`src/rtl/control_pipe.sv`:
```
// Decodes RV32I (+ optional MUL/DIV) opcodes into a control word registered into the ID/EX stage.
// Latency: one cycle from ID accept to EX valid; MUL/DIV holds EX for MUL_LAT cycles.
// Backpressure: ID stalls on ex_ready low, MUL/DIV busy or load-use hazard; flush always consumes ID.
module control_pipe #(
    parameter bit          MULDIV_EN = 1'b1,
    parameter int unsigned MUL_LAT   = 4
) (
    input  logic       clk,
    input  logic       rst,
    input  logic       id_valid,
    output logic       id_ready,
    input  logic [6:0] op,
    input  logic       funct7_0,
    input  logic [4:0] rs1,
    input  logic [4:0] rs2,
    input  logic [4:0] rd,
    input  logic       flush,
    input  logic       ex_ready,
    output logic       ex_valid,
    output logic [1:0] ex_ALU_op,
    output logic [1:0] ex_DMtoReg,
    output logic       ex_RegWrite,
    output logic       ex_DM_en,
    output logic       ex_DM_write,
    output logic       ex_jump,
    output logic       ex_jalr,
    output logic       ex_branch,
    output logic       ex_ALU_src,
    output logic       ex_auipc,
    output logic       ex_muldiv,
    output logic       ex_illegal,
    output logic [4:0] ex_rd,
    output logic       ex_busy
);

    typedef struct packed {
        logic [1:0] alu_op;
        logic [1:0] dmtoreg;
        logic       regwrite;
        logic       dm_en;
        logic       dm_write;
        logic       jump;
        logic       jalr;
        logic       branch;
        logic       alu_src;
        logic       auipc;
        logic       muldiv;
        logic       illegal;
    } ctrl_t;

    // Word loaded on bubbles and reset; illegal instructions start from it too.
    localparam ctrl_t CTRL_DEFAULT = '{alu_op: 2'b11, dmtoreg: 2'b00, regwrite: 1'b0,
                                       dm_en: 1'b0, dm_write: 1'b0, jump: 1'b0, jalr: 1'b0,
                                       branch: 1'b0, alu_src: 1'b1, auipc: 1'b0,
                                       muldiv: 1'b0, illegal: 1'b0};
    localparam logic [3:0] LAT_M1 = 4'(MUL_LAT - 1);

    ctrl_t      dec;
    ctrl_t      ex_q;
    logic       rs1_used;
    logic       rs2_used;
    logic       hazard;
    logic       adv;
    logic [3:0] cnt;

    // Opcode decode and source-register usage for the ID instruction.
    always_comb begin
        dec      = CTRL_DEFAULT;
        rs1_used = 1'b0;
        rs2_used = 1'b0;
        case (op)
            7'b0110011: begin
                rs1_used = 1'b1;
                rs2_used = 1'b1;
                if (funct7_0 && !MULDIV_EN) begin
                    dec.illegal = 1'b1;
                end else begin
                    dec.alu_op   = 2'b00;
                    dec.dmtoreg  = 2'b10;
                    dec.regwrite = 1'b1;
                    dec.alu_src  = 1'b0;
                    dec.muldiv   = funct7_0;
                end
            end
            7'b0010011: begin
                rs1_used     = 1'b1;
                dec.alu_op   = 2'b01;
                dec.dmtoreg  = 2'b10;
                dec.regwrite = 1'b1;
            end
            7'b0000011: begin
                rs1_used     = 1'b1;
                dec.alu_op   = 2'b10;
                dec.dmtoreg  = 2'b11;
                dec.regwrite = 1'b1;
                dec.dm_en    = 1'b1;
            end
            7'b0100011: begin
                rs1_used     = 1'b1;
                rs2_used     = 1'b1;
                dec.alu_op   = 2'b10;
                dec.dm_en    = 1'b1;
                dec.dm_write = 1'b1;
            end
            7'b1100011: begin
                rs1_used     = 1'b1;
                rs2_used     = 1'b1;
                dec.alu_op   = 2'b10;
                dec.branch   = 1'b1;
                dec.alu_src  = 1'b0;
            end
            7'b0110111: begin
                dec.regwrite = 1'b1;
            end
            7'b1101111: begin
                dec.dmtoreg  = 2'b01;
                dec.regwrite = 1'b1;
                dec.jump     = 1'b1;
            end
            7'b1100111: begin
                rs1_used     = 1'b1;
                dec.alu_op   = 2'b01;
                dec.dmtoreg  = 2'b01;
                dec.regwrite = 1'b1;
                dec.jump     = 1'b1;
                dec.jalr     = 1'b1;
            end
            7'b0010111: begin
                dec.alu_op   = 2'b01;
                dec.dmtoreg  = 2'b10;
                dec.regwrite = 1'b1;
                dec.auipc    = 1'b1;
            end
            default: dec.illegal = 1'b1;
        endcase
    end

    assign hazard = ex_valid && ex_q.dm_en && !ex_q.dm_write && (ex_rd != 5'd0) && id_valid &&
                    ((rs1_used && (rs1 == ex_rd)) || (rs2_used && (rs2 == ex_rd)));
    assign adv      = !ex_valid || (ex_ready && !ex_busy);
    assign id_ready = !rst && (flush || (adv && id_valid && !hazard));
    assign ex_busy  = (cnt != 4'd0);

    // ID/EX register: bubble or load on advance, otherwise hold and count down MUL/DIV latency.
    always_ff @(posedge clk) begin
        if (rst) begin
            ex_q     <= CTRL_DEFAULT;
            ex_valid <= 1'b0;
            ex_rd    <= 5'd0;
            cnt      <= 4'd0;
        end else if (adv) begin
            if (flush || hazard || !id_valid) begin
                ex_q     <= CTRL_DEFAULT;
                ex_valid <= 1'b0;
                ex_rd    <= 5'd0;
                cnt      <= 4'd0;
            end else begin
                ex_q     <= dec;
                ex_valid <= 1'b1;
                ex_rd    <= rd;
                cnt      <= dec.muldiv ? LAT_M1 : 4'd0;
            end
        end else if (cnt != 4'd0) begin
            cnt <= cnt - 4'd1;
        end
    end

    assign ex_ALU_op   = ex_q.alu_op;
    assign ex_DMtoReg  = ex_q.dmtoreg;
    assign ex_RegWrite = ex_q.regwrite;
    assign ex_DM_en    = ex_q.dm_en;
    assign ex_DM_write = ex_q.dm_write;
    assign ex_jump     = ex_q.jump;
    assign ex_jalr     = ex_q.jalr;
    assign ex_branch   = ex_q.branch;
    assign ex_ALU_src  = ex_q.alu_src;
    assign ex_auipc    = ex_q.auipc;
    assign ex_muldiv   = ex_q.muldiv;
    assign ex_illegal  = ex_q.illegal;

endmodule

```
`config.mk`:
```
export PLATFORM = sky130hd
export DESIGN_NAME = control_pipe
export DESIGN_NICKNAME = d
export VERILOG_FILES = /design/src/rtl/control_pipe.sv
export SDC_FILE = /design/constraint.sdc
export NUM_CORES = 1
export LEC_CHECK = 0
export CAP_MARGIN = 20
export CORE_MARGIN = 1.5
export CORE_UTILIZATION = 44
export DETAILED_ROUTE_END_ITERATION = 12
export GPL_TIMING_DRIVEN = 0
export PLACE_DENSITY = 0.87
export REMOVE_ABC_BUFFERS = 1
export SYNTH_ARGS = -nofsm -noshare
export SYNTH_HDL_FRONTEND = slang
export SYNTH_SLANG_ARGS = --single-unit
```
`constraint.sdc`:
```
create_clock -name clk -period 2.2 [get_ports clk]
set_input_delay 0.44 -clock clk [delete_from_list [all_inputs] [get_ports clk]]
set_output_delay 0.44 -clock clk [all_outputs]
set_load 0.02 [all_outputs]
```
==> flow_metrics.tcl <==
set metrics [dict create \
    outcome "finished with violations" \
    violations "negative setup slack" \
    antenna_violations_before_repair 0 \
    critPathRequiredTime_ps 1760 \
    placed_cells 236 \
    critical_path.endpoint_type "output port" \
    core_area_um2 2830 \
    number_of_buffers_created_by_cts 3 \
    drtAntennaViolNets 0 \
    clock_tree.buffer_depth 2 \
    period_share 1.11 \
    clkSlewWorstSetupHoldPaths_ps 140 \
    clock_latency_ps 340 \
    final_period_demand_of_the_worst_path_ps 2450 \
    grt_first_pass_wirelength_um 6660 \
    antenna-diode-count 0 \
    num_io_pins 50 \
    cts_tree "yes" \
    synth.area.top_cells "dfxtp_1, nand2_1, xor2_1, o21ai_0, a21oi_1" \
    placed_inst_area_um2 1840 \
    netlist-cell-type-count 46 \
    areaGrowthSynthToFinish_pct 55.6 \
    criticalPathCategory "flop to output port" \
    path_delay_family "simple AND/OR/NAND/NOR gates" \
    timing.final.hold_violations 0 \
    vias_per_cell 5.76 \
    drc 0 \
    async_reset_ff_frac 0 \
    critical-path-max-stage-delay_ps 390 \
    io_buffer_count 49 \
    yosysMostFrequentCell "dfxtp_1" \
    worstPathCellList "buf_6, xor2_1, nor4_1, nand4_1, a21oi_4, o41ai_2, buf_2" \
    synth_seq_area_share 0.356 \
    globalRouteTotalUtil 0.252 \
    class_of_the_most_critical_hold_timing_path "flop to flop" \
    cts_num_sinks 24 \
    grt.overflow.total 0 \
    chipHeight_um 58.4 \
    ys_top_cells_by_count "dfxtp_1, nand2_1, o21ai_0" \
    power_per_cell_area_nw_per_um2 458 \
    finClkSkew_ps 13.9 \
    yosys_warnings 0 \
    timing.critical_path.slowest_stage_cell "dfxtp_4" \
    worst_slew_pin_slew_ps 979 \
    synthesis.area_per_instance_um2 8.24 \
    drive_above_1_share 0.210 \
    drt_first_pass_iters 4 \
    cts_root_buffer "clkbuf_4" \
    ir_worst_vdd_v 0.000312 \
    die_area_um2 3410 \
    synth_top_area_share 0.356 \
    design_area_um2 2100 \
    start_util 0.478 \
    rsz0062_at_grt "yes" \
    ctsHtreeMaxLevel 1 \
    p_leak_nw 0.812 \
    worst_setup_path_start_kind "flop" \
    hold_fix_buffers_cts 0 \
    crit_fanout 3 \
    worst-path-buf-inv 2 \
    count_of_flip_flops_with_a_built_in_enable_after_synthesis 0 \
    worst-endpoint-arrival_ps 2010 \
    drt-total-wl_um 4080 \
    place_congestion 0.862 \
    num-nets-final 259 \
    grt_start_max_net_pins 20 \
    synthesis.instances 164 \
    ys_dominant_reg_cell "dfxtp_1" \
    finalWorstSetupSlack_ps -247 \
    post_drt_wl_per_cell_um 15.7 \
    timing.max_slew.rel_slack 0.345 \
    die_width_um 58.4 \
    dr.first_iter.drc_count 70 \
    yosys.area.top_type "dfxtp_1" \
    synth_area_um2 1350 \
    setup_viol 1 \
    synth.ff_latch_count 24 \
    floorplan.rows 19 \
    maxCapViolations 0 \
    routed-via-count 1497 \
    first_global_vias 1495 \
    fmax_mhz 409 \
    finalMaxSlewViolations 0 \
    nFillCells 210 \
    place.detailed.hpwl_um 2720 \
    layoutNonFillerInstCount 260 \
]
==> area by class of cell <==
cell class,count,area [um2],area share
multi-input cells,123,861,0.410
well taps,31,38.8,0.0185
inverters,9,33.8,0.0161
flip-flops and latches,24,490,0.233
clock buffers,3,22.5,0.0107
clock inverters,1,30.0,0.0143
repair buffers,69,626,0.298
==> where the power goes <==
| part | internal [mW] | leakage, nW | switching, mW |
|---|---|---|---|
| clock | 0.185 | 0.0279 | 0.146 |
| sequential | 0.440 | 0.197 | 0.00796 |
| combinational | 0.0939 | 0.587 | 0.0906 |
==> through the flow <==
step	setup WS, ps	hold WS (ps)	utilization	power (mW)	setup TNS, ps
2_1_floorplan	-378	509	-	0.525	-402
3_3_place_gp	-1180	436	0.650	0.614	-8290
3_5_place_dp	-1230	447	0.650	0.619	-9890
4_1_cts	-227	459	0.736	0.963	-981
5_1_grt	-311	497	0.743	1.00	-466
6_report	-247	454	0.743	0.963	-247
==> final timing paths <==
kind	start	slack (ps)	depth (start not counted)	to
setup / recovery	ex_rd[1]	-250	7	id_ready
hold / removal	ex_DMtoReg[1]	450	2	ex_DMtoReg[1]
setup reg to reg	cnt[1]	70	7	ex_ALU_op[0]
hold reg to reg	ex_DMtoReg[1]	450	2	ex_DMtoReg[1]
==> per-layer routing <==
metal	global-route usage	up-vias	part of all wire
met5	0	-	0
met4	0.106	0	0.023
met3	0.0330	9	0.079
met2	0.430	88	0.51
met1	0.318	675	0.39
li1	-	725	-
==> layout by cell type, fill, tap and decap left out, types with 3 or more instances in the layout <==
master	count
a21oi_1	8
buf_4	19
clkbuf_4	3
clkdlybuf4s50_1	37
dfxtp_1	20
dlygate4sd2_1	7
inv_1	7
nand2_1	20
nand3_1	6
nand3b_1	4
nand4_1	3
nor2_1	7
nor3_1	3
nor4_1	4
o21ai_0	12
or4_1	3
xnor2_1	3
xor2_1	8
==> worst reg2reg max path: stages, from the launching register on <==
cell and delay, ps:
dfxtp_2 350, inv_2 40, ha_2 160, or3b_4 390, o21a_4 230, buf_4 150, or4_1 510, o22a_1 190
==> flip-flops by register name, summed over array words and instances (netlist names) <==
signal	count
ex_rd	5
cnt	4
ex_ALU_op	2
ex_DMtoReg	2
ex_ALU_src	1
ex_DM_en	1
ex_DM_write	1
ex_RegWrite	1
ex_auipc	1
ex_branch	1
ex_illegal	1
ex_jalr	1
ex_jump	1
ex_muldiv	1
ex_valid	1
==> cell families (layout without fill, tap and decap cells) <==
kind of cell | after synthesis | count (layout) | share of synthesized area
fa+ha+maj | 2 | 2 | 0.0167
simple gates | 68 | 68 | 0.286
mux | 1 | 1 | 0.00741
buf+inv | 17 | 82 | 0.0555
flops | 24 | 24 | 0.356
xor+xnor | 12 | 12 | 0.0778
compound gates | 40 | 40 | 0.201
==> timing repair <==
item | CTS | global route
endpoints found under the hold margin | 0 | 0
setup buffers | 17 | 3
endpoints found under the setup margin | 22 | 19
pin swaps | 10 | 5
gates resized for setup | 36 | 5
(Power assumes the default switching activity.)
